### config.mk
export PLATFORM = sky130hd
export DESIGN_NAME = aes_cipher_serializer
export DESIGN_NICKNAME = d
export VERILOG_FILES = /design/src/rtl/aes_cipher_serializer.sv
export SDC_FILE = /design/constraint.sdc
export NUM_CORES = 1
export LEC_CHECK = 0
export ABC_AREA = 1
export BUFFER_PORTS_ARGS = -buffer_cell sky130_fd_sc_hd__buf_2
export CORE_UTILIZATION = 45
export DETAILED_ROUTE_END_ITERATION = 8
export GPL_TIMING_DRIVEN = 0
export PLACE_DENSITY = 0.67
export SYNTH_ARGS = -nofsm -noshare
export SYNTH_HDL_FRONTEND = slang
export SYNTH_SLANG_ARGS = --single-unit
### constraint.sdc
create_clock -name clk -period 20 [get_ports clk]
set_clock_uncertainty 0.05 [all_clocks]
set_input_delay 2 -clock clk [delete_from_list [all_inputs] [get_ports clk]]
set_output_delay 2 -clock clk [all_outputs]
set_load 0.05 [all_outputs]
### src/rtl/aes_cipher_serializer.sv
// aes_cipher_serializer
// Follows the AES encrypt pipeline. It tracks each launched block until the
// block leaves the pipeline, then captures the parallel cipher_text array into
// a small block FIFO. Blocks are emitted one byte at a time, in column-major
// order, over a valid/ready stream. A block that arrives while the FIFO is full
// is dropped, and the drop is flagged on the sticky overflow output.
// Optional feature: define AES_SER_DROP_COUNT_EN to add the drop_count output,
// which saturates at 0xFF.
module aes_cipher_serializer #(
   parameter int N       = 4,
   parameter int LATENCY = 20,
   parameter int DEPTH   = 2
) (
   input  logic       clk,
   input  logic       rst,
   input  logic       launch,
   input  logic [7:0] cipher_text [N][N],
   output logic [7:0] byte_out,
   output logic       byte_valid,
   input  logic       byte_ready,
   output logic       byte_last,
   output logic       overflow
`ifdef AES_SER_DROP_COUNT_EN
   ,
   output logic [7:0] drop_count
`endif
);

   localparam int AW = $clog2(DEPTH);
   localparam int CW = AW + 1;
   localparam int RW = (N > 1) ? $clog2(N) : 1;

   logic [LATENCY-1:0] launch_p;
   logic               tap;
   logic [7:0]         mem [DEPTH][N][N];
   logic [AW-1:0]      wr_ptr;
   logic [AW-1:0]      rd_ptr;
   logic [CW-1:0]      count;
   logic [RW-1:0]      row;
   logic [RW-1:0]      col;
   logic               at_last;
   logic               full;
   logic               xfer;
   logic               pop;
   logic               push;
   logic               drop;

   assign tap = launch_p[LATENCY-1];

   // Launch tracker: delay line whose last tap marks the cycle a block's result is present
   always_ff @(posedge clk or posedge rst) begin
      if (rst) begin
         launch_p <= '0;
      end else begin
         launch_p[0] <= launch;
         for (int i = 1; i < LATENCY; i++)
            launch_p[i] <= launch_p[i-1];
      end
   end

   // FIFO status, handshake and head-byte selection, all taken from registered state
   always_comb begin
      at_last    = (row == RW'(N - 1)) && (col == RW'(N - 1));
      byte_valid = (count != '0);
      byte_last  = byte_valid && at_last;
      xfer       = byte_valid && byte_ready;
      pop        = xfer && at_last;
      full       = (count == CW'(DEPTH));
      // A full FIFO still accepts the block when the head leaves in the same cycle
      push       = tap && (!full || pop);
      drop       = tap && full && !pop;
      byte_out   = mem[rd_ptr][row][col];
   end

   // Block storage: capture the whole state array into the write slot
   always_ff @(posedge clk or posedge rst) begin
      if (rst) begin
         for (int d = 0; d < DEPTH; d++)
            for (int r = 0; r < N; r++)
               for (int c = 0; c < N; c++)
                  mem[d][r][c] <= 8'h00;
      end else if (push) begin
         for (int r = 0; r < N; r++)
            for (int c = 0; c < N; c++)
               mem[wr_ptr][r][c] <= cipher_text[r][c];
      end
   end

   // FIFO pointers and occupancy; the pointers wrap naturally because DEPTH is a power of two
   always_ff @(posedge clk or posedge rst) begin
      if (rst) begin
         wr_ptr <= '0;
         rd_ptr <= '0;
         count  <= '0;
      end else begin
         if (push)
            wr_ptr <= wr_ptr + 1'b1;
         if (pop)
            rd_ptr <= rd_ptr + 1'b1;
         count <= count + CW'(push) - CW'(pop);
      end
   end

   // Byte index kept as (row, col); row runs fastest, giving column-major output order
   always_ff @(posedge clk or posedge rst) begin
      if (rst) begin
         row <= '0;
         col <= '0;
      end else if (xfer) begin
         if (row == RW'(N - 1)) begin
            row <= '0;
            col <= (col == RW'(N - 1)) ? '0 : col + 1'b1;
         end else begin
            row <= row + 1'b1;
         end
      end
   end

   // Sticky drop flag
   always_ff @(posedge clk or posedge rst) begin
      if (rst)
         overflow <= 1'b0;
      else if (drop)
         overflow <= 1'b1;
   end

`ifdef AES_SER_DROP_COUNT_EN
   // Saturating count of dropped blocks
   always_ff @(posedge clk or posedge rst) begin
      if (rst)
         drop_count <= 8'h00;
      else if (drop && (drop_count != 8'hFF))
         drop_count <= drop_count + 8'h01;
   end
`endif

endmodule

# Yosys cells after proc, flatten, opt, wreduce, memory -nomap -nowiden
# Index checks and enable logic that the tools add are counted.
dict set report word_totals {
  reg_bits 285
  out_inout_bits 11
  word_cells 129
}
dict set report classes {
  add_sub_neg 6
  order_cmp 5
  eq_ne 3
  n_mux 59
  bitwise_logic 4
  n_reduce_logical 13
}
# op n
set ops {}
lappend ops {{$bwmux W256} 16}
lappend ops {{$demux W128 S1} 16}
lappend ops {{$mux W128} 4}
lappend ops {{$mux W120} 1}
lappend ops {{$mux W112} 1}
lappend ops {{$mux W104} 1}
lappend ops {{$mux W32} 3}
lappend ops {{$mux W96} 1}
lappend ops {{$mux W88} 1}
lappend ops {{$mux W80} 1}
lappend ops {{$mux W72} 1}
lappend ops {{$bmux W32 S2} 1}
lappend ops {{$mux W64} 1}
lappend ops {{$mux W56} 1}
lappend ops {{$mux W48} 1}
lappend ops {{$mux W40} 1}
lappend ops {{$mux W24} 1}
lappend ops {{$mux W8} 3}
lappend ops {{$bmux W8 S2} 1}
lappend ops {{$mux W16} 1}
lappend ops {{$logic_and A1 B1 Y1} 8}
lappend ops {{$eq A2 B2 Y1 const B} 3}
lappend ops {{$ge A3 B3 Y1 const B} 2}
lappend ops {{$not A2 Y3} 2}
lappend ops {{other kinds (12)} 18}

# Longest topological paths before layout
dict set report logic_depth {
  ltp_word 21
  depth_mapped 11
  depth_no_buf 9
}

# Least setup slack after synthesis
# No wires, ideal clock.
dict set report synth_path {
  kind {reg2out}
  start {register row[0]}
  end {output byte_last}
  t_arrival_ps 1674
  slack_ps 16276
  path_stages_with_launch 4
  n_path_buf 0
  path_cell_list {dfrtp_1 -> ha_1 -> inv_1 -> nor3_1}
}
dict set report synth_via {
  elab_chain_len 3
}
# element line
set synth_lines {}
lappend synth_lines {{start, declared} 39} ;# logic [RW-1:0] row;
lappend synth_lines {{start signal, assigned} 114} ;# row <= row + 1'b1;
lappend synth_lines {{$eq A2 B2 Y1} 63} ;# at_last = (row == RW'(N - 1)) && (col == RW'(N - 1));
lappend synth_lines {{$logic_and A1 B1 Y1} 63}
lappend synth_lines {{$logic_and A1 B1 Y1} 65} ;# byte_last = byte_valid && at_last;
lappend synth_lines {{end, declared} 21} ;# output logic byte_last,
# No other way between the ends.

# Worst setup path after layout
dict set report layout_path {
  start {register rd_ptr}
  end {output byte_out[3]}
}
dict set report layout_via {
  elab_chain_len 10
}
# element line
set layout_lines {}
lappend layout_lines {{start, declared} 37} ;# logic [AW-1:0] rd_ptr;
lappend layout_lines {{start signal, assigned} 99} ;# rd_ptr <= rd_ptr + 1'b1;
lappend layout_lines {{$not A1 Y2 (implied by the code)} 72} ;# byte_out = mem[rd_ptr][row][col];
lappend layout_lines {{$mux W128 (implied by the code) (3 in series)} 72}
lappend layout_lines {{$bmux W32 S2} 72}
lappend layout_lines {{$mux W32 (implied by the code) (2 in series)} 72}
lappend layout_lines {{$bmux W8 S2} 72}
lappend layout_lines {{$mux W8 (implied by the code) (2 in series)} 72}
lappend layout_lines {{end, declared} 18} ;# output logic [7:0] byte_out,
# No other way between the ends. The select of a mux whose other input is x is not followed.

==> impl_metrics.env <==
export IMPL_run_status="completed"
export IMPL_coreArea_sq_um=28900
export IMPL_p_leak_nw=8.12
export IMPL_dpl_cell_area_sq_um=14600
export IMPL_critPathMaxFanout=10
export IMPL_drive_above_1_share_pct=17.6
export IMPL_ys_types=22
export IMPL_setup_violations=0
export IMPL_grt_pass1_vias=11700
export IMPL_final_setup_worst_slack_ps=14810
export IMPL_ant_nets=0
export IMPL_worstPathArrival_ps=3140
export IMPL_grt_max_degree=111
export IMPL_cts_buffers=30
export IMPL_clock_sinks=285
export IMPL_worstHoldPathType="reg2reg"
export IMPL_wl_met1_microns=18900
export IMPL_hold_worst_slack_ps=297
export IMPL_met3_wirelength_microns=3200
export IMPL_drt_total_wl_microns=44100
export IMPL_tightest_slew_ps=838
export IMPL_hold_viol_final=0
export IMPL_post_cts_buffers=0
export IMPL_die_width_microns=174
export IMPL_cts_tree="yes"
export IMPL_ys_warn_count=0
export IMPL_report_final_slew_viol_count=0
export IMPL_grt_pass1_wl_microns=68300
export IMPL_relSlewSlack_pct=44.2
export IMPL_synth_seq_cells=285
export IMPL_clk_latency_ps=580
export IMPL_root_buffer="clkbuf_16"
export IMPL_track_usage_pct=29.6
export IMPL_vdd_drop_max_mv=0.0863
export IMPL_path_clk_slew_ps=60
export IMPL_fin_tns_setup_ps=0
export IMPL_routed_wl_met2_microns=20400
export IMPL_ios=143
export IMPL_drt_iter0_drc=1219
export IMPL_fin_crit_sh_pct=26.0
export IMPL_n_antenna_cell=0
export IMPL_place_worst_setup_slack_ps=15480
export IMPL_final_area_sq_um=15700
export IMPL_p_per_area_nw_per_um2=183
export IMPL_rsz0062_at_grt="false"
export IMPL_syn_inst=1628
export IMPL_place_gp_congestion=0.959
export IMPL_syn_cell_area_sq_um=13300
export IMPL_clk_path_buf_depth=3
export IMPL_fin_nets=1940
export IMPL_syn_num_nets=1764
export IMPL_via_per_inst=5.39
export IMPL_dr_pass1_iters=5
export IMPL_die_area_sq_um=30300
export IMPL_max_cap_violations=0
export IMPL_end_kind="primary output"
export IMPL_start_kind="flip-flop"
export IMPL_place_detailed_hpwl_microns=31500
export IMPL_cts_resized=0
export IMPL_overflow=0
export IMPL_hold_buffers=0
export IMPL_vias=11900
export IMPL_worstPathRequired_ps=17950
export IMPL_maxUsedRoutingLayer="met4"
export IMPL_die_y_microns=174
export IMPL_syn_avg_cell_area_sq_um=8.19
export IMPL_ys_seq_area_share_pct=53.5
export IMPL_fmax_mhz=192
export IMPL_critPathKind="reg2out"
export IMPL_wl_per_cell_microns=19.9
export IMPL_fin_util_pct=54.4
export IMPL_syn_to_final_growth_pct=17.9
export IMPL_cts_max_level=1
export IMPL_port_buffer_count=142
export IMPL_route_detailed_drc=0
export IMPL_fin_crit_ps=5190
export IMPL_num_rows=62
export IMPL_start_util_pct=46.1
export IMPL_antenna_found_initial=0
## layout by cell type, fill, tap and decap left out, types with 11 or more instances in the layout
| master | count |
|---|---|
| nand3_1 | 194 |
| dfrtp_1 | 285 |
| buf_1 | 16 |
| o21ai_1 | 184 |
| clkbuf_16 | 30 |
| buf_2 | 172 |
| nand2_1 | 621 |
| o21ai_0 | 30 |
| o21ai_2 | 46 |
| inv_1 | 140 |
| clkbuf_8 | 11 |
| clkbuf_1 | 25 |
| buf_6 | 35 |
## metrics by stage
stage | total power, mW | cells
after floorplan | 1.79 | 1628
after global placement | 2.20 | 2154
after detailed placement | 2.23 | 2156
after global routing | 3.05 | 2212
after CTS | 2.86 | 2212
final | 2.88 | 2212
## state kept, by name, indices dropped and copies added, names as in the netlist
register and flops:
col 2, launch_p 20, count 2, rd_ptr 1, wr_ptr 1, row 2
mem 256, overflow 1
## critical path, stage by stage (launching register included)
cell     delay (ps)
dfrtp_1         400
inv_1            90
buf_2           280
buf_1           640
nand2_1         100
nand3_1         190
nand3_1         150
nand2_1          90
nand2_1          50
nand2_1          70
nand2_1          50
nand2_1         160
buf_2           290
## final timing paths
| path | startpoint | end | slack [ps] | cells past startpoint |
|---|---|---|---|---|
| worst max register to register | count[0] | mem[5] | 17870 | 7 |
| worst min register to register | launch_p[15] | launch_p[16] | 300 | 0 |
| worst min-delay path | launch_p[15] | launch_p[16] | 300 | 0 |
| max in group asynchronous | rst | mem[85] | 17470 | 3 |
| min in group asynchronous | rst | mem[40] | 1440 | 2 |
| worst max-delay path | rd_ptr | byte_out[3] | 14810 | 12 |
## cell families after synthesis
group / synth area share (%)
simple gates: 25.3
compound gates: 11.1
fa+ha+maj: 0.375
buf+inv: 9.51
flops: 53.5
xor+xnor: 0.197
## cell usage after synthesis
cell | instances | area, sq um
ha_1 | 4 | 50.1
buf_1 | 16 | 60.1
buf_6 | 35 | 394
clkinv_1 | 2 | 7.51
o21bai_1 | 1 | 7.51
nor3_1 | 2 | 10.0
dfrtp_1 | 285 | 7130
buf_2 | 30 | 150
xnor2_1 | 2 | 17.5
clkbuf_1 | 22 | 82.6
xor2_1 | 1 | 8.76
inv_1 | 141 | 529
o21ai_1 | 184 | 921
nand3_1 | 194 | 971
nand3_4 | 1 | 17.5
o21ai_0 | 30 | 150
nand3_2 | 3 | 30.0
nor2_4 | 1 | 11.3
o21ai_2 | 46 | 403
buf_4 | 6 | 45.0
nand2_1 | 621 | 2330
nor2_2 | 1 | 6.26
## layout make-up
type,instances,area (sq um)
fill,2764,13200
sequential,285,7130
multi-input combinational,1091,4930
clock buffer,44,913
timing repair buffer,144,766
buffer,109,732
inverter,143,544
tap,384,480
clock inverter,12,224
## report_power, final
group | leakage, nW | total (mW) | internal [mW] | switching (mW)
clock | 0.560 | 0.632 | 0.392 | 0.240
sequential | 3.52 | 0.977 | 0.834 | 0.143
combinational | 4.04 | 1.27 | 0.394 | 0.872
total | 8.12 | 2.88 | 1.62 | 1.26
## per-layer routing
metal	vias to the layer above	track usage (%)
met5	-	0
met4	0	10.5
met3	96	4.42
met2	524	47.6
met1	5782	40.9
li1	5521	-
No activity file was read; power rests on OpenSTA's default activity.
